[src/rtl/bit_pattern_tx.sv]
// bit_pattern_tx: serial pattern transmitter, MSB first.
// Sends a captured pattern reps times with idle gaps between.
module bit_pattern_tx #(
    parameter int PAT_W = 4,
    parameter int REP_W = 4,
    parameter int GAP_W = 3
) (
    input  logic             clk,
    input  logic             rstn,
    input  logic             start,
    input  logic [PAT_W-1:0] pat,
    input  logic [REP_W-1:0] reps,
    input  logic [GAP_W-1:0] gap,
    input  logic             abort,
    output logic             ready,
    output logic             busy,
    output logic             sout,
    output logic             sout_valid,
    output logic             frame_last,
    output logic             done
);

    localparam int IDX_W = (PAT_W > 1) ? $clog2(PAT_W) : 1;
    localparam logic [IDX_W-1:0] IDX_MAX = IDX_W'(PAT_W - 1);
    localparam logic [GAP_W-1:0] GAP_ONE = GAP_W'(1);

    typedef enum logic [1:0] {
        S_IDLE,
        S_SEND,
        S_GAP,
        S_DONE
    } state_t;

    state_t           state_q, state_d;
    logic [PAT_W-1:0] pat_q, pat_d;
    logic [GAP_W-1:0] gap_q, gap_d;
    logic [IDX_W-1:0] bit_idx_q, bit_idx_d;
    logic [REP_W-1:0] rep_left_q, rep_left_d;
    logic [GAP_W-1:0] gap_cnt_q, gap_cnt_d;

    // State and datapath registers, synchronous active-low reset.
    always_ff @(posedge clk) begin
        if (!rstn) begin
            state_q    <= S_IDLE;
            pat_q      <= '0;
            gap_q      <= '0;
            bit_idx_q  <= '0;
            rep_left_q <= '0;
            gap_cnt_q  <= '0;
        end else begin
            state_q    <= state_d;
            pat_q      <= pat_d;
            gap_q      <= gap_d;
            bit_idx_q  <= bit_idx_d;
            rep_left_q <= rep_left_d;
            gap_cnt_q  <= gap_cnt_d;
        end
    end

    // Next-state: accept, bit stepping, repeat and gap sequencing, abort.
    always_comb begin
        state_d    = state_q;
        pat_d      = pat_q;
        gap_d      = gap_q;
        bit_idx_d  = bit_idx_q;
        rep_left_d = rep_left_q;
        gap_cnt_d  = gap_cnt_q;
        unique case (state_q)
            S_IDLE: begin
                if (start && !abort) begin
                    pat_d      = pat;
                    gap_d      = gap;
                    bit_idx_d  = IDX_MAX;
                    rep_left_d = (reps == '0) ? '0 : reps - 1'b1;
                    state_d    = S_SEND;
                end
            end
            S_SEND: begin
                if (abort) begin
                    state_d = S_IDLE;
                end else if (bit_idx_q == '0) begin
                    if (rep_left_q == '0) begin
                        state_d = S_DONE;
                    end else begin
                        rep_left_d = rep_left_q - 1'b1;
                        bit_idx_d  = IDX_MAX;
                        if (gap_q != '0) begin
                            gap_cnt_d = gap_q;
                            state_d   = S_GAP;
                        end
                    end
                end else begin
                    bit_idx_d = bit_idx_q - 1'b1;
                end
            end
            S_GAP: begin
                if (abort) begin
                    state_d = S_IDLE;
                end else if (gap_cnt_q <= GAP_ONE) begin
                    state_d = S_SEND;
                end else begin
                    gap_cnt_d = gap_cnt_q - 1'b1;
                end
            end
            S_DONE: begin
                state_d = S_IDLE;
            end
            default: begin
                state_d = S_IDLE;
            end
        endcase
    end

    // Outputs decoded purely from registered state.
    always_comb begin
        ready      = 1'b0;
        busy       = 1'b0;
        sout       = 1'b0;
        sout_valid = 1'b0;
        frame_last = 1'b0;
        done       = 1'b0;
        unique case (state_q)
            S_IDLE: begin
                ready = 1'b1;
            end
            S_SEND: begin
                busy       = 1'b1;
                sout_valid = 1'b1;
                sout       = pat_q[bit_idx_q];
                frame_last = (bit_idx_q == '0) && (rep_left_q == '0);
            end
            S_GAP: begin
                busy = 1'b1;
            end
            S_DONE: begin
                busy = 1'b1;
                done = 1'b1;
            end
            default: begin
                ready = 1'b1;
            end
        endcase
    end

endmodule

[config.mk]
export PLATFORM = sky130hd
export DESIGN_NAME = bit_pattern_tx
export DESIGN_NICKNAME = d
export VERILOG_FILES = /design/src/rtl/bit_pattern_tx.sv
export SDC_FILE = /design/constraint.sdc
export NUM_CORES = 1
export LEC_CHECK = 0
export BUFFER_PORTS_ARGS = -buffer_cell sky130_fd_sc_hd__buf_2
export CELL_PAD_IN_SITES_DETAIL_PLACEMENT = 0
export CELL_PAD_IN_SITES_GLOBAL_PLACEMENT = 1
export CORE_MARGIN = 5
export CORE_UTILIZATION = 40
export CTS_CLUSTER_SIZE = 8
export DETAILED_ROUTE_END_ITERATION = 10
export HOLD_SLACK_MARGIN = 0.02
export PLACE_DENSITY_LB_ADDON = 0.1
export SLEW_MARGIN = 20
export SYNTH_ARGS = -nofsm -noshare
export SYNTH_HDL_FRONTEND = slang
export SYNTH_SLANG_ARGS = --single-unit
[constraint.sdc]
create_clock -name clk -period 2.4 [get_ports clk]
set_clock_uncertainty 0.15 [all_clocks]
set_input_delay 0.12 -clock clk [delete_from_list [all_inputs] [get_ports clk]]
set_output_delay 0.12 -clock clk [all_outputs]
set_load 0.03 [all_outputs]
* Word-level counts from Yosys, hierarchy flattened
Index checks and enable logic that the tools add are counted.
Storage, ports and cells: register bits 18, input bits 15, word-level logic and storage cells 76
Cells by class: add/sub/neg operators 4, magnitude comparators 2, eq/ne operators 14, mux-type cells 34, reductions and logical operators 16
Operators with widths (number):
- 2-to-1 mux 2 bit | 11
- 2-to-1 mux 4 bit | 5
- 2-to-1 mux 3 bit | 6
- inequality test 2 bit, second input constant | 7
- inequality test 3 bit, second input constant | 3
- logical NOT 4 bit | 2
- case mux 2 bit (4 select lines) | 1
- case mux 4 bit (2 select lines) | 1
- AND reduction 4 bit | 2
- subtractor 4 x 1 -> 4 bit, second input constant | 2
- 2-to-1 mux 1 bit | 7
- AND reduction 7 bit | 1
- case mux 3 bit (2 select lines) | 1
- AND reduction 5 bit | 1
- == test 2 bit, second input constant | 2
- logical NOT 2 bit | 2
- inequality test 4 bit, second input constant | 1
- case mux 2 bit (2 select lines) | 1
- nonzero test 2 bit | 2
- <= comparator 3 x 1 -> 1 bit, second input constant | 1
- < comparator 2 x 3 -> 1 bit, second input constant | 1
- nonzero test 3 bit | 1
- OR reduction 3 bit | 1
- subtractor 3 x 1 -> 3 bit, second input constant | 1
- 6 further kinds | 7

* Logic depth before layout (Yosys ltp)
Gate-level depths: netlist of run 1.
word-level depth 6, depth in mapped cells 6, mapped depth without buffers 6

* Worst setup path before layout of run 1
OpenSTA, ideal clock, no wires.
path type register to register, from reg gap_cnt_q[1], to reg gap_cnt_q[0], setup time 74 ps, arrival time 1586 ps, required time 2176 ps, path slack 590 ps, stages on the path, launching flop included 7, path buffers 0, period minus slack after synthesis 1810 ps, cells stage by stage dfxtp_1 inv_1 ha_1 nor2b_1 o32a_4 or4_1 a31oi_1
On the way: cells in the longest elaborated chain, start to end 3
RTL lines:
- start, declared | RTL line 39 | logic [GAP_W-1:0] gap_cnt_q, gap_cnt_d;
- start signal, assigned | RTL line 56 | gap_cnt_q <= gap_cnt_d;
- <= comparator 3 x 1 -> 1 bit | RTL line 99 | end else if (gap_cnt_q <= GAP_ONE) begin
- inequality test 2 bit (no line)
- AND reduction 7 bit (no line)
No other way between the ends. A chain may end at the register's enable or synchronous reset.

* Final worst setup path of run 1
from reg state_q[1], to reg gap_cnt_q[0]
On the way: cells in the longest elaborated chain, start to end 3
RTL lines:
- start, declared | RTL line 34 | state_t state_q, state_d;
- start signal, assigned | RTL line 51 | state_q <= state_d;
- == test 2 bit / == test 2 x 1 -> 1 bit (equally long branches) | RTL line 68 | unique case (state_q)
- inequality test 2 bit (no line) / nonzero test 2 bit (equally long branches)
- AND reduction 7 bit (no line)
Several ways; a longest one is shown, not always the timed one.

==> results of run 1 <==
-- flip-flops by register name (all words and copies together), names as in the netlist --
name / flops
bit_idx_q: 2
gap_cnt_q: 3
gap_q: 3
pat_q: 4
rep_left_q: 4
state_q: 2
-- where the power goes --
| part | leakage [uW] | switching [uW] | total (uW) | internal, uW |
|---|---|---|---|---|
| Clock | 0.0000210 | 95.0 | 187 | 92.4 |
| Sequential | 0.000147 | 14.1 | 327 | 313 |
| Combinational | 0.000395 | 83.5 | 151 | 68.0 |
-- per-layer routing --
metal	GRT usage	vias up	part of all wire
met5	0	-	0
met4	0.0494	0	0.0064
met3	0.0337	2	0.062
met2	0.220	30	0.44
met1	0.203	474	0.49
li1	-	553	-
-- worst reg2reg max path, stage by stage (launching register included) --
cell and delay, ns:
dfxtp_1 0.55, nand2b_1 0.23, inv_4 0.08, a22o_4 0.28, or4_1 0.46, a31oi_1 0.15
-- path summary, 6_finish.rpt --
check | from | end | cells past startpoint
worst max-delay path | state_q[1] | gap_cnt_q[0] | 5
worst min register to register | pat_q[2] | pat_q[2] | 2
worst max register to register | state_q[1] | gap_cnt_q[0] | 5
worst min-delay path | abort | state_q[0] | 3
-- logic make-up after synthesis --
group           after synthesis  share of synthesized area
simple gates                 55                      0.262
compound gates               34                      0.228
flops                        18                      0.316
buf+inv                      15                     0.0604
mux                           8                     0.0812
fa+ha+maj                     4                     0.0439
xor+xnor                      1                    0.00769
-- stage by stage --
stage	power, uW	utilization	cells	worst slack (ns)	hold WS, ns
final	666	0.508	196	0.438	0.0831
after global routing	708	0.508	196	0.292	0.0686
after CTS	672	0.508	196	0.431	0.0684
after detailed placement	472	0.461	183	0.450	0.216
after global placement	472	0.461	183	0.466	0.206
after floorplan	431	-	135	0.590	0.101
-- repair_timing --
action | CTS | global route
hold buffers | 9 | 0
setup endpoints to repair | 0 | 0
gates resized for setup | 0 | 0
hold endpoints to repair | 10 | 0
-- placed cells by master, fill, tap and decap left out, drive strengths merged, types with 2 or more instances in the layout --
cell	n
nor3b	3
o311ai	2
o211ai	2
ha	4
and2	2
dfxtp	18
dlygate4sd3	9
or2	3
nor2b	3
a211oi	2
nor2	17
nand2b	4
inv	11
nor3	8
o21ai	6
clkbuf	4
nand4	2
buf	21
mux2i	7
a21oi	7
a31oi	2
nand2	7
-- cell type report --
type                            instances  area (sq um)
Sequential cell                        18           360
Tap cell                               31          38.8
Fill cell                             277          1350
Multi-Input combinational cell        102           711
Clock buffer                            4          36.3
Inverter                               11          43.8
Timing Repair Buffer                   30           198
==> results.py, run 1 <==
metrics = {
    "sta": {
        "worst_pin_slew_ns": 0.500,
        "drv_slew": 0,
        "fmax_ghz": 0.510,
        "hold_viol_final": 0,
        "rsz0062_at_grt": "false",
        "fin_crit_ns": 1.96,
        "relSlewSlack": 0.666,
        "fin_crit_sh": 0.817,
        "setup_viol": 0,
        "setup_tns_ns": 0,
    },
    "worst_setup_path": {
        "crit_required_ns": 2.48,
        "crit_path_cell_trace": "nand2b_1, inv_4, a22o_4, or4_1, a31oi_1",
        "cpPeakStageDelay_ns": 0.55,
        "regToRegSetupSlack_ns": 0.44,
        "cp_data_arrival_time_ns": 2.04,
        "path_max_fanout": 12,
        "critPathBufInv": 1,
        "criticalPathCategory": "reg -> reg",
        "path_delay_family": "simple AND/OR/NAND/NOR gates",
        "cp-start-kind": "flop",
        "end_kind": "flop",
        "crit_slowest_cell": "dfxtp_1",
    },
    "power": {
        "irDropWorstVdd_v": 0.000300,
        "cellPowerDensity_mw_per_mm2": 480,
        "p_leak_uw": 0.000563,
    },
    "placement": {
        "place_area_sq_mm": 0.00126,
        "detailed_place_hpwl_mm": 1.97,
        "routabilityCongestion": 0.850,
        "io_buffers": 20,
    },
    "global_routing": {
        "grt_antenna_before_repair": 0,
        "grt_pass1_vias": 1048,
        "grt_start_max_net_pins": 15,
        "gr-total-overflow": 0,
        "grt_pass1_wl_mm": 4.88,
        "grtUsageTotal": 0.146,
    },
    "synthesis": {
        "synth.area.top_cells": "dfxtp_1 32%, mux2i_1 6.1%, nor2_1 5.6%",
        "yosys_warnings": 0,
        "yosysMostFrequentCell": "dfxtp_1",
        "yosysSeqAreaShare": 0.316,
        "synth_common_cells": "18 x dfxtp_1, 17 x nor2_1, 9 x inv_1",
        "synth_largest_area_cell": "dfxtp_1",
        "postSynthCellCount": 135,
        "synth_area_per_cell_sq_um": 8.44,
        "synthArstFlopShare": 0,
        "synthesis.nets": 154,
        "synth-seq-cells": 18,
        "netlist.area_leader.share": 0.316,
        "ys.flop_type": "dfxtp_1",
        "syn_area_sq_mm": 0.00114,
        "synth_edf_count": 0,
        "yosysUniqueCellTypes": 49,
    },
    "clock_network": {
        "htreeDepth": 1,
        "cts_tree": "done",
        "clockBufferDepth": 2,
        "cts_buffers": 3,
        "cts_root_buf": "clkbuf_4",
        "insertion_delay_ns": 0.29,
        "postCtsSetupRepairBufs": 0,
        "clock-sinks": 18,
        "clkTransAtPathRegs_ns": 0.11,
    },
    "detailed_routing": {
        "wl_per_cell_um": 13.5,
        "drc": 0,
        "vias": 1059,
        "wirelength_mm": 2.65,
        "vias_per_cell": 5.40,
        "ant_nets": 0,
        "drt_iter0_drc": 28,
        "firstDrtPassIters": 4,
    },
    "run": {
        "maxCapViolations": 0,
    },
    "finish": {
        "synthToLayoutAreaGrowth_pct": 21.7,
        "diodes": 0,
        "fin_nets": 185,
        "final_layout_size_suffix_gt1_frac": 0.200,
        "final_area_sq_mm": 0.00139,
    },
    "status": {
        "status": "finished, final reports clean",
    },
    "die": {
        "core_area_sq_mm": 0.00273,
        "die_area_sq_mm": 0.00402,
        "die_x_um": 63.4,
        "start_util": 0.417,
        "io_pins": 21,
        "rows": 19,
        "die_h_um": 63.4,
    },
    "worst_hold_path": {
        "hold_class": "in -> reg",
    },
}
No activity file was read; power rests on OpenSTA's default activity.
==> inputs of run 2 (changes only) <==
--- a/config.mk
+++ b/config.mk
@@ -5,11 +5,12 @@
 export SDC_FILE = /design/constraint.sdc
 export NUM_CORES = 1
 export LEC_CHECK = 0
+export ABC_AREA = 1
 export BUFFER_PORTS_ARGS = -buffer_cell sky130_fd_sc_hd__buf_2
 export CELL_PAD_IN_SITES_DETAIL_PLACEMENT = 0
 export CELL_PAD_IN_SITES_GLOBAL_PLACEMENT = 1
 export CORE_MARGIN = 5
-export CORE_UTILIZATION = 40
+export CORE_UTILIZATION = 37
 export CTS_CLUSTER_SIZE = 8
 export DETAILED_ROUTE_END_ITERATION = 10
 export HOLD_SLACK_MARGIN = 0.02
==> constraint.sdc (replaced) <==
create_clock -name clk -period 2 [get_ports clk]
set_clock_uncertainty 0.15 [all_clocks]
set_input_delay 0.1 -clock clk [delete_from_list [all_inputs] [get_ports clk]]
set_output_delay 0.1 -clock clk [all_outputs]
set_load 0.03 [all_outputs]
==> results.py, run 2 <==
metrics = {
    "power": {
        "p_sw_frac": 0.502,
        "p_int_uw": 1030,
        "p_sw_uw": 1040,
        "clkPwrFrac": 0.113,
        "power_frac_comb": 0.596,
        "seqPwrFrac": 0.292,
        "cellPowerDensity_mw_per_mm2": 1470,
        "p_leak_uw": 0.000698,
        "irDropWorstVdd_v": 0.000529,
    },
    "worst_hold_path": {
        "min_path_cells": 5,
        "hold_class": "in -> reg",
    },
    "worst_setup_path": {
        "regToRegSetupSlack_ns": 0.41,
        "cp-start-kind": "flop",
        "end_kind": "primary output",
        "crit_required_ns": 1.75,
        "cp_data_arrival_time_ns": 1.57,
        "reg2regPathDepth": 7,
        "criticalPathCategory": "reg -> out",
        "path_max_fanout": 3,
    },
    "sta": {
        "drv_slew": 0,
        "setup_viol": 0,
        "relSlewSlack": 0.783,
        "fin_crit_sh": 0.911,
        "fmax_ghz": 0.549,
        "worst_pin_slew_ns": 0.325,
        "setup_tns_ns": 0,
        "hold_viol_final": 0,
        "fin_crit_ns": 1.82,
        "rsz0062_at_grt": "false",
    },
    "clock_network": {
        "clockBufferDepth": 2,
        "clock-sinks": 18,
        "cts_tree": "done",
        "cts_root_buf": "clkbuf_4",
        "clkTransAtPathRegs_ns": 0.12,
        "postCtsSetupRepairBufs": 0,
        "insertion_delay_ns": 0.31,
        "cts_buffers": 3,
        "htreeDepth": 1,
    },
    "global_routing": {
        "grt_start_max_net_pins": 17,
        "grt_pass1_wl_mm": 4.64,
        "grt_pass1_vias": 1119,
        "grtUsageTotal": 0.136,
        "gr-total-overflow": 0,
        "grt_antenna_before_repair": 0,
    },
    "synthesis": {
        "synth_edf_count": 0,
        "yosys_warnings": 0,
        "synthArstFlopShare": 0,
        "postSynthCellCount": 180,
        "yosysSeqAreaShare": 0.319,
        "synth_area_per_cell_sq_um": 6.28,
        "netlist.area_leader.share": 0.319,
        "synth_largest_area_cell": "dfxtp_1",
        "synthesis.nets": 199,
        "synth.area.top_cells": "dfxtp_1 32%, nor2_1 14%, nand2_1 13%",
        "yosysMostFrequentCell": "nor2_1",
        "synth_common_cells": "42 x nor2_1, 39 x nand2_1, 20 x inv_1",
        "synth-seq-cells": 18,
        "ys.flop_type": "dfxtp_1",
        "syn_area_sq_mm": 0.00113,
        "yosysUniqueCellTypes": 21,
    },
    "finish": {
        "instances_no_fill": 245,
        "final_common_cell": "nor2_1",
        "synthToLayoutAreaGrowth_pct": 24.3,
        "final_layout_size_suffix_gt1_frac": 0.189,
        "fin_nets": 232,
        "diodes": 0,
        "final_cell_mix": "41 x nor2_1, 39 x nand2_1, 20 x inv_1, 19 x buf_2, 18 x dfxtp_1",
        "reg_top3": "pat_q x4, rep_left_q x4",
        "final_area_sq_mm": 0.00140,
    },
    "detailed_routing": {
        "ant_nets": 0,
        "wl_per_cell_um": 10.5,
        "vias": 1152,
        "wirelength_mm": 2.58,
        "firstDrtPassIters": 4,
        "drt_iter0_drc": 67,
        "drc": 0,
        "vias_per_cell": 4.70,
    },
    "run": {
        "maxCapViolations": 0,
    },
    "placement": {
        "io_buffers": 20,
        "routabilityCongestion": 0.832,
        "detailed_place_hpwl_mm": 1.97,
        "place_area_sq_mm": 0.00127,
        "dp_cells": 232,
    },
    "die": {
        "die_x_um": 65.3,
        "core_area_sq_mm": 0.00300,
        "rows": 20,
        "die_area_sq_mm": 0.00426,
        "start_util": 0.376,
        "io_pins": 21,
        "die_h_um": 65.3,
    },
    "status": {
        "status": "finished, final reports clean",
    },
}
run 2: cell types whose count changed in the layout (fill, tap and decap cells not counted), moves of 7 or more:
cell / change
nand2_1: +32
mux2i_1: -7
inv_1: +11
nand3_1: +13
nor2_1: +24
o21ai_0: +13
run 2: layer usage:
layer  share of wire  global-route usage  wire length, um
met1            0.49               0.169             1280
met2            0.45               0.229             1160
met5               0                   0                0
met4           0.018              0.0466               46
met3           0.038              0.0308               99
run 2: logic make-up (layout without fill, tap and decap cells):
group,after synthesis,count (layout),share of synthesized area
compound gates,27,27,0.127
xor+xnor,2,2,0.0155
simple gates,104,104,0.410
buf+inv,25,57,0.0842
fa+ha+maj,4,4,0.0443
flops,18,18,0.319
run 2: layout make-up:
class | instances | area [sq um]
inverter | 24 | 91.3
timing repair buffer | 29 | 193
fill | 332 | 1600
tap | 33 | 41.3
clock buffer | 4 | 36.3
sequential | 18 | 360
multi-input combinational | 137 | 682
run 2: path summary, 6_finish.rpt:
| path | end | startpoint |
|---|---|---|
| max | frame_last | rep_left_q[0] |
| min | rep_left_q[3] | reps[3] |
| max reg2reg | bit_idx_q[1] | state_q[0] |
| min reg2reg | gap_q[2] | gap_q[2] |
run 2: critical path, cell delays in order, from the launching register on:
cell	delay (ns)
dfxtp_1	0.34
inv_1	0.09
ha_1	0.22
nand2_1	0.08
nor2_2	0.13
nand3_2	0.10
nor2_1	0.11
clkbuf_4	0.19
run 2: timing repair:
action | in CTS | in global routing
hold endpoints to repair | 13 | 0
hold buffers | 9 | 0
setup endpoints to repair | 0 | 1
resized for setup | 0 | 3
run 2: stage by stage:
step           setup slack (ns)   util  hold slack [ns]  power (uW)
3_5_place_dp              0.442  0.422            0.208        1820
3_3_place_gp              0.418  0.422            0.196        1810
2_1_floorplan             0.358      -           0.0857        1550
6_report                  0.178  0.468           0.0379        2060
5_1_grt                0.000542  0.468           0.0586        2290
4_1_cts                  0.0866  0.464           0.0289        2070
run 2: power by group through the flow:
stage                     combinational (uW)  sequential, uW  clock, uW
after detailed placement                1210             608          0
final                                   1230             601        232
after global placement                  1200             607          0
after floorplan                          974             580          0
after CTS                               1230             599        241
after global routing                    1420             619        257
